**src/rtl/icache_pkg.sv**
```systemverilog
// Shared types and helpers for the instruction-cache refill logic.
package icache_pkg;

    localparam int ICACHE_ADDR_W     = 32;
    localparam int ICACHE_LINE_WORDS = 4;

    typedef enum logic [2:0] {
        ST_IDLE  = 3'd0,
        ST_REQ   = 3'd1,
        ST_WAIT  = 3'd2,
        ST_DRAIN = 3'd3,
        ST_DONE  = 3'd4
    } refill_state_e;

    // Clears the word-offset and byte-offset bits, leaving the line base.
    function automatic logic [ICACHE_ADDR_W-1:0] line_base_of(
        input logic [ICACHE_ADDR_W-1:0] addr,
        input int unsigned              off_w
    );
        logic [ICACHE_ADDR_W-1:0] mask;
        mask = {ICACHE_ADDR_W{1'b1}} << (off_w + 2);
        return addr & mask;
    endfunction

endpackage

```
**src/rtl/icache_refill_ctrl.sv**
```systemverilog
// Instruction-cache line refill sequencer: critical word first with wrap,
// early critical-word forwarding, tag write on completion, clean flush abort.
module icache_refill_ctrl
    import icache_pkg::*;
#(
    parameter int  ADDR_W     = ICACHE_ADDR_W,
    parameter int  LINE_WORDS = ICACHE_LINE_WORDS,
    localparam int OFF_W      = $clog2(LINE_WORDS)
) (
    input  logic              clk,
    input  logic              rst_n,
    input  logic              miss_valid,
    input  logic [ADDR_W-1:0] miss_addr,
    output logic              miss_ready,
    input  logic              flush,
    output logic              mem_req,
    output logic [ADDR_W-1:0] mem_addr,
    input  logic              mem_rvalid,
    input  logic [31:0]       mem_rdata,
    output logic              fill_we,
    output logic [ADDR_W-1:0] fill_line,
    output logic [OFF_W-1:0]  fill_word,
    output logic [31:0]       fill_data,
    output logic              fill_tag_we,
    output logic              crit_valid,
    output logic [31:0]       crit_data,
    output logic              busy
);

    localparam logic [OFF_W-1:0] LAST_CNT = OFF_W'(LINE_WORDS - 1);

    refill_state_e     state_q, state_d;
    logic [OFF_W-1:0]  cnt_q, cnt_d;
    logic [OFF_W-1:0]  crit_off_q, crit_off_d;
    logic [ADDR_W-1:0] line_base_q, line_base_d;

    // Word index of the current beat; OFF_W-bit addition wraps inside the line.
    logic [OFF_W-1:0]  word_idx;
    logic [ADDR_W-1:0] word_addr;

    assign word_idx  = crit_off_q + cnt_q;
    assign word_addr = line_base_q + ADDR_W'({word_idx, 2'b00});

    // Next-state logic: accept a miss, then alternate request/response per word.
    always_comb begin
        state_d     = state_q;
        cnt_d       = cnt_q;
        crit_off_d  = crit_off_q;
        line_base_d = line_base_q;
        case (state_q)
            ST_IDLE: begin
                if (miss_valid && !flush) begin
                    state_d     = ST_REQ;
                    line_base_d = line_base_of(miss_addr, OFF_W);
                    crit_off_d  = miss_addr[OFF_W+1:2];
                    cnt_d       = '0;
                end
            end
            ST_REQ: begin
                // A flush here means no request is in flight, so just drop the line.
                state_d = flush ? ST_IDLE : ST_WAIT;
            end
            ST_WAIT: begin
                if (flush) begin
                    // If the response lands with the flush it is consumed and discarded;
                    // otherwise it is still owed and must be drained.
                    state_d = mem_rvalid ? ST_IDLE : ST_DRAIN;
                end else if (mem_rvalid) begin
                    if (cnt_q == LAST_CNT) begin
                        state_d = ST_DONE;
                    end else begin
                        cnt_d   = cnt_q + 1'b1;
                        state_d = ST_REQ;
                    end
                end
            end
            ST_DRAIN: begin
                if (mem_rvalid) begin
                    state_d = ST_IDLE;
                end
            end
            ST_DONE: begin
                // The line is complete; the tag write goes out even under flush.
                state_d = ST_IDLE;
            end
            default: begin
                state_d = ST_IDLE;
            end
        endcase
    end

    // Output decode; data-carrying outputs are held at zero when not qualified.
    always_comb begin
        miss_ready  = 1'b0;
        mem_req     = 1'b0;
        mem_addr    = '0;
        fill_we     = 1'b0;
        fill_word   = '0;
        fill_data   = '0;
        fill_tag_we = 1'b0;
        crit_valid  = 1'b0;
        crit_data   = '0;
        busy        = (state_q != ST_IDLE);
        fill_line   = busy ? line_base_q : '0;
        case (state_q)
            ST_IDLE: begin
                miss_ready = !flush;
            end
            ST_REQ: begin
                if (!flush) begin
                    mem_req  = 1'b1;
                    mem_addr = word_addr;
                end
            end
            ST_WAIT: begin
                if (mem_rvalid && !flush) begin
                    fill_we   = 1'b1;
                    fill_word = word_idx;
                    fill_data = mem_rdata;
                    if (cnt_q == '0) begin
                        crit_valid = 1'b1;
                        crit_data  = mem_rdata;
                    end
                end
            end
            ST_DONE: begin
                fill_tag_we = 1'b1;
            end
            default: begin
            end
        endcase
    end

    // State and line-context registers; reset abandons any partial line untagged.
    always_ff @(posedge clk or negedge rst_n) begin
        if (!rst_n) begin
            state_q     <= ST_IDLE;
            cnt_q       <= '0;
            crit_off_q  <= '0;
            line_base_q <= '0;
        end else begin
            state_q     <= state_d;
            cnt_q       <= cnt_d;
            crit_off_q  <= crit_off_d;
            line_base_q <= line_base_d;
        end
    end

endmodule
```
**config.mk**
```make
export PLATFORM = sky130hd
export DESIGN_NAME = icache_refill_ctrl
export DESIGN_NICKNAME = d
export VERILOG_FILES = /design/src/rtl/icache_pkg.sv /design/src/rtl/icache_refill_ctrl.sv
export SDC_FILE = /design/constraint.sdc
export NUM_CORES = 1
export LEC_CHECK = 0
export CAP_MARGIN = 10
export CORE_MARGIN = 10
export CORE_UTILIZATION = 33
export DETAILED_ROUTE_END_ITERATION = 12
export PLACE_DENSITY = 0.92
export SLEW_MARGIN = 30
export SYNTH_ARGS = -nofsm -noshare
export SYNTH_HDL_FRONTEND = slang
export SYNTH_SLANG_ARGS = --single-unit
```
**constraint.sdc**
```tcl
create_clock -name clk -period 2.1 [get_ports clk]
set_clock_uncertainty 0.2 [all_clocks]
set_input_delay 0.42 -clock clk [delete_from_list [all_inputs] [get_ports clk]]
set_output_delay 0.42 -clock clk [all_outputs]
set_load 0.1 [all_outputs]
```
==> results of run 1 <==
timing repair:
item,4_1_cts,5_1_grt
setup endpoints to repair,159,160
setup buffers,10,7
resized for setup,24,11
hold buffers,1,0
pin swaps,29,20
endpoints found under the hold margin,21,0
gates cloned,4,3
layout make-up:
type | instances | area [sq um] | share of cell area
tap | 99 | 123.9 | 0.01782
sequential | 35 | 878.3 | 0.1263
timing repair buffer | 239 | 3807 | 0.5477
multi-input combinational | 189 | 2052 | 0.2952
inverter | 3 | 11.26 | 0.001620
clock buffer | 7 | 76.32 | 0.01098
antenna | 1 | 2.502 | 0.0003600
state kept, by name, summed over array words and instances (netlist names):
register and cells:
cnt_q 2, state_q 3, line_base_q 28, crit_off_q 2
cell usage in the layout, fill, tap and decap left out, types with 7 or more instances in the layout:
cell / instances
mux2_4: 30
buf_12: 138
and2b_2: 7
dfrtp_1: 33
buf_4: 18
and2b_4: 7
and2_4: 63
nor2b_4: 18
and3_4: 33
clkdlybuf4s50_1: 63
buf_6: 11
logic make-up after synthesis:
logic type | Yosys count
AOI/OAI and AO/OA | 6
xor gates and xnor gates | 2
adders and majority gates | 3
buffers and inverters | 30
DFF | 35
muxes | 32
other | 1
and+or+nand+nor | 140
worst max path at each step:
stage | to | slack, ns | depth (start not counted)
2_1_floorplan | crit_off_q[0] | -0.59 | 5
3_3_place_gp | crit_data[2] | -0.43 | 6
3_5_place_dp | crit_data[7] | -0.57 | 6
4_1_cts | fill_data[6] | -0.27 | 6
5_1_grt | mem_addr[13] | -0.41 | 6
6_report | fill_line[31] | -0.37 | 4
stage by stage:
step	power [mW]	area, sq um	hold WS [ns]
floorplan	4.279	3093	-0.07559
global placement	5.884	6502	0.2137
detailed placement	6.044	6502	0.2185
CTS	6.735	6859	0.3278
global route	7.090	6952	0.3745
finish	6.947	6952	0.3319
power groups by stage:
stage	sequential (mW)	combinational [mW]	clock [mW]
floorplan	1.06	3.22	0
global placement	1.10	4.79	0
detailed placement	1.14	4.90	0
CTS	1.13	5.12	0.478
global route	1.22	5.35	0.520
finish	1.19	5.26	0.496
per-layer routing:
metal | routed length (um) | track usage
met4 | 1024 | 0.08874
met1 | 5734 | 0.2493
met5 | 0 | 0
met3 | 1487 | 0.08743
met2 | 9541 | 0.5208
worst max-delay path, stage by stage, from the launching register on:
cell	delay, ns
dfrtp_2	0.47
nor3_2	0.37
buf_4	0.27
and2b_2	0.26
buf_12	0.17
==> flow_summary.yaml, run 1 <==
finish:
  final.fill_count: 179
  finish.net_count: 545
  utilization: 0.9433
  instances_no_fill: 573
  layout-drive-gt1-share: 0.7400
  layout-area-overhead-vs-synth_pct: 173.2
min_path:
  min-delay-path-class: "flop to flop"
  min_path_cells: 1
  whs_endpoint: "crit_off_q[0]"
  min_from: "crit_off_q[0]"
grt:
  antenna_found_initial: 1
  grt_overflow: 0
  first_global_vias: 3271
  track_usage: 0.2656
  grt_pass1_wl_mm: 23.07
  grt_start_max_net_pins: 31
floorplan:
  floorplan.die.height_um: 107.8
  num_io_pins: 205
  core_region_sq_um: 7370
  num_rows: 31
  starting_density_of_the_core: 0.3453
  die_x_um: 107.8
  design.die.area_sq_um: 11620
worst_setup_path:
  critical_path.max_fanout: 6
  worstReg2RegEnd: "line_base_q[29]"
  critPathLaunch: "state_q[0]"
  r2r.worst_path.cells: 8
  timing.reg2reg.setup_slack_ns: -0.13
  crit_arrival_ns: 1.85
  worst_setup_path_start_kind: "flop"
  worstSetupPathType: "flop to output pin"
  ff_to_ff_start: "state_q[2]"
  worstSetupEndpointType: "output pin"
  timing.critical_path.required_ns: 1.48
clock_tree:
  clk-insertion-delay-late_ns: 0.29
  htree_num_levels: 2
  tritoncts.num_buffers: 5
  clkTransAtPathRegs_ns: 0.07
  clock_tree_from_tritoncts: "built"
  cts-root-buf: "clkbuf_8"
  cts.sinks: 35
  clock_path_buffers: 2
placed_design:
  place_worst_setup_slack_ns: -0.5693
  numPlacedInstances: 544
  place.detailed.hpwl_mm: 11.25
  gp_congestion: 0.7667
  port_buffers: 196
yosys:
  synthMostInstantiatedCell: "and2_1"
  main_combinational_cell_family_by_area_after_synthesis: "simple AND/OR/NAND/NOR gates"
  dominant_cells_by_area_after_synthesis: "dfrtp_1, mux2_4, and2_1"
  syn_inst: 249
  synth_top_flop_cell: "dfrtp_1"
  asyncSetResetFlopFracSynth: 1.000
  synthDominantCellAreaShare: 0.3441
  synth_edf_count: 0
  muxShareOfSynthArea: 0.1853
  synth-xor-area-share: 0.006883
  synthAdderAreaFrac: 0.01475
  post_synth_and_or_nand_nor_area_fraction: 0.3668
  synth_area_sq_um: 2545
  synth_seq_area_share: 0.3441
  post_synth_num_cell_types: 31
  synth_common_cells: "and2_1, dfrtp_1, and3_1"
  syn_area_per_cell_sq_um: 10.22
  synth-compound-area-share: 0.01426
  netlist.top_cell.by_area: "dfrtp_1"
  synth.ff_latch_count: 35
  synth.yosys.warnings: 0
timing:
  tns_ns: -40.87
  timing.final.max_slew_violations: 0
  period_share: 1.176
  clock.fmax_ghz: 0.4050
  max_slew_margin: 0.6275
  smallest_setup_slack_after_layout_ns: -0.3691
  endpoints_failing_hold: 0
  tightestPinTransition_ns: 0.5588
  min_period_ns: 2.469
  rsz0062_at_grt: "yes"
  setup-violations-final: 160
power:
  pwr-share-comb: 0.757
  netSwitchingPower_mw: 3.643
  switching_share: 0.5244
  power_leakage_nw: 3.091
  internal-power_mw: 3.304
  power_density_nw_per_um2: 999.3
  ir_worst_vdd_mv: 0.9523
  clock_power_share: 0.071
  seq_power_share: 0.171
routing:
  via_count: 3025
  drt_iter0_drc: 159
  wirelength_mm: 17.79
  post-route-drc-count: 0
  post_drt_wl_per_cell_um: 31.04
  drt-vias-per-instance: 5.279
  final_antenna_net_count: 0
  first_pass_iters: 4
outcome:
  violations: "negative setup slack"
  status: "finished with violations"
run:
  drv.max_cap_violation_count: 0
Note: power is estimated with default switching activity, not from simulation.
==> run 2: changes to the inputs <==
Clock period 2.1 ns to 2.8 ns, I/O delays scaled along.
==> flow_summary.yaml, run 2 (same netlist as run 1, synthesis figures left out) <==
routing:
  wirelength_mm: 11.83
  first_pass_iters: 4
  drt_iter0_drc: 72
  post-route-drc-count: 0
  final_antenna_net_count: 0
  post_drt_wl_per_cell_um: 21.95
  drt-vias-per-instance: 4.605
  via_count: 2482
timing:
  period_share: 0.9785
  setup-violations-final: 0
  endpoints_failing_hold: 0
  max_slew_margin: 0.4548
  min_period_ns: 2.740
  final.hold.worst_slack_ns: 0.1463
  clock.fmax_ghz: 0.3650
  tightestPinTransition_ns: 0.8177
  timing.final.max_slew_violations: 0
  rsz0062_at_grt: "no"
floorplan:
  floorplan.die.height_um: 107.8
  die_x_um: 107.8
  core_region_sq_um: 7370
  design.die.area_sq_um: 11620
  num_rows: 31
  num_io_pins: 205
  starting_density_of_the_core: 0.3453
clock_tree:
  clk-insertion-delay-late_ns: 0.29
  tritoncts.num_buffers: 5
  htree_num_levels: 2
  clock_tree_from_tritoncts: "built"
  clock_path_buffers: 2
  cts.sinks: 35
  cts-root-buf: "clkbuf_8"
  clkTransAtPathRegs_ns: 0.09
power:
  power_density_nw_per_um2: 749.8
  power_leakage_nw: 2.782
  ir_worst_vdd_mv: 0.7884
finish:
  layout.cells.most_common: "buf_12"
  finish.net_count: 511
  max_flop_register: "line_base_q"
  n_antenna_cell: 0
  utilization: 0.8246
  layout-area-overhead-vs-synth_pct: 138.8
  biggestRegsByFlops: "line_base_q: 28 flops, state_q: 3 flops"
  largest_reg_flops: 28
  final.fill_count: 386
  instances_no_fill: 539
  layout-drive-gt1-share: 0.5386
  final_cell_mix: "buf_12, clkdlybuf4s50_1, and2_1"
  finish.instance_area_sq_um: 6077
grt:
  track_usage: 0.2001
  grt_pass1_wl_mm: 17.92
  grt_overflow: 0
  grt_start_max_net_pins: 56
  antenna_found_initial: 0
  first_global_vias: 2940
worst_setup_path:
  worstSetupEndpointType: "output pin"
  worstReg2RegEnd: "line_base_q[28]"
  critPathLaunch: "mem_rvalid"
  timing.critical_path.required_ns: 2.04
  critical_path.max_fanout: 55
  worstSetupPathType: "input port to output pin"
  timing.reg2reg.setup_slack_ns: 0.86
  worst_setup_path_start_kind: "input port"
  ff_to_ff_start: "state_q[1]"
  timing.critical_path.cells: "clkdlybuf4s50_1 > and3_4 > buf_12 > and3_1 > buf_12"
  crit_arrival_ns: 1.98
  slowest_stage: "clkdlybuf4s50_1"
  critical-path-top-cell-by-count: "buf_12"
  crit_path_max_incr_delay_ns: 0.53
  critical_path.n_buffers_inverters: 3
  critPathTopFamily: "buffers and inverters"
  r2r.worst_path.cells: 4
placed_design:
  port_buffers: 196
  gp_congestion: 0.8911
  numPlacedInstances: 531
  place_area_sq_um: 5976
  place.detailed.hpwl_mm: 10.01
min_path:
  min-delay-path-class: "input port to async pin"
outcome:
  status: "completed"
run:
  drv.max_cap_violation_count: 0
run 2: layer usage:
metal / share of wire / global-route usage / up-vias / wire length, um
li1: - / - / 1181 / -
met1: 0.31 / 0.1760 / 1185 / 3698
met2: 0.58 / 0.3959 / 94 / 6914
met3: 0.077 / 0.08503 / 22 / 906
met4: 0.026 / 0.06107 / 0 / 311
met5: 0 / 0 / - / 0
run 2: cell type report:
type | instances | area, sq um | share of cell area
clock buffers | 5 | 68.82 | 0.01132
clock inverters | 3 | 20.02 | 0.003294
inverters | 3 | 11.26 | 0.001853
multi-input cells | 189 | 1614 | 0.2656
flip-flops and latches | 35 | 877.1 | 0.1443
well taps | 99 | 123.9 | 0.02038
repair buffers | 205 | 3362 | 0.5532
run 2: worst max-delay path by stage:
stage                          to  slack [ns]  cells past startpoint
finish              crit_data[30]        0.06                      5
global route        crit_data[20]        0.01                      5
CTS                 crit_data[17]        0.03                      5
detailed placement  crit_data[25]       -0.13                      6
global placement    crit_data[30]       -0.05                      6
floorplan           fill_data[23]       -0.24                      5
run 2: stage by stage:
stage | setup TNS [ns] | power (mW) | worst slack, ns
floorplan | -0.2448 | 2.970 | -0.2448
global placement | -0.6215 | 4.109 | -0.04669
detailed placement | -5.522 | 4.210 | -0.1324
CTS | 0 | 4.596 | 0.03011
global route | 0 | 4.716 | 0.01165
finish | 0 | 4.556 | 0.06017
run 2: timing repair:
| action | CTS | global route |
|---|---|---|
| setup buffers | 0 | 0 |
| endpoints found under the setup margin | 70 | 55 |
| gates resized for setup | 4 | 1 |
| hold buffers | 0 | 0 |
run 2: where the power goes:
part / internal [mW] / switching [mW] / leakage, nW
Combinational: 1.29 / 2.05 / 2.32
Sequential: 0.682 / 0.160 / 0.417
Clock: 0.173 / 0.201 / 0.0402
Total: 2.14 / 2.41 / 2.78
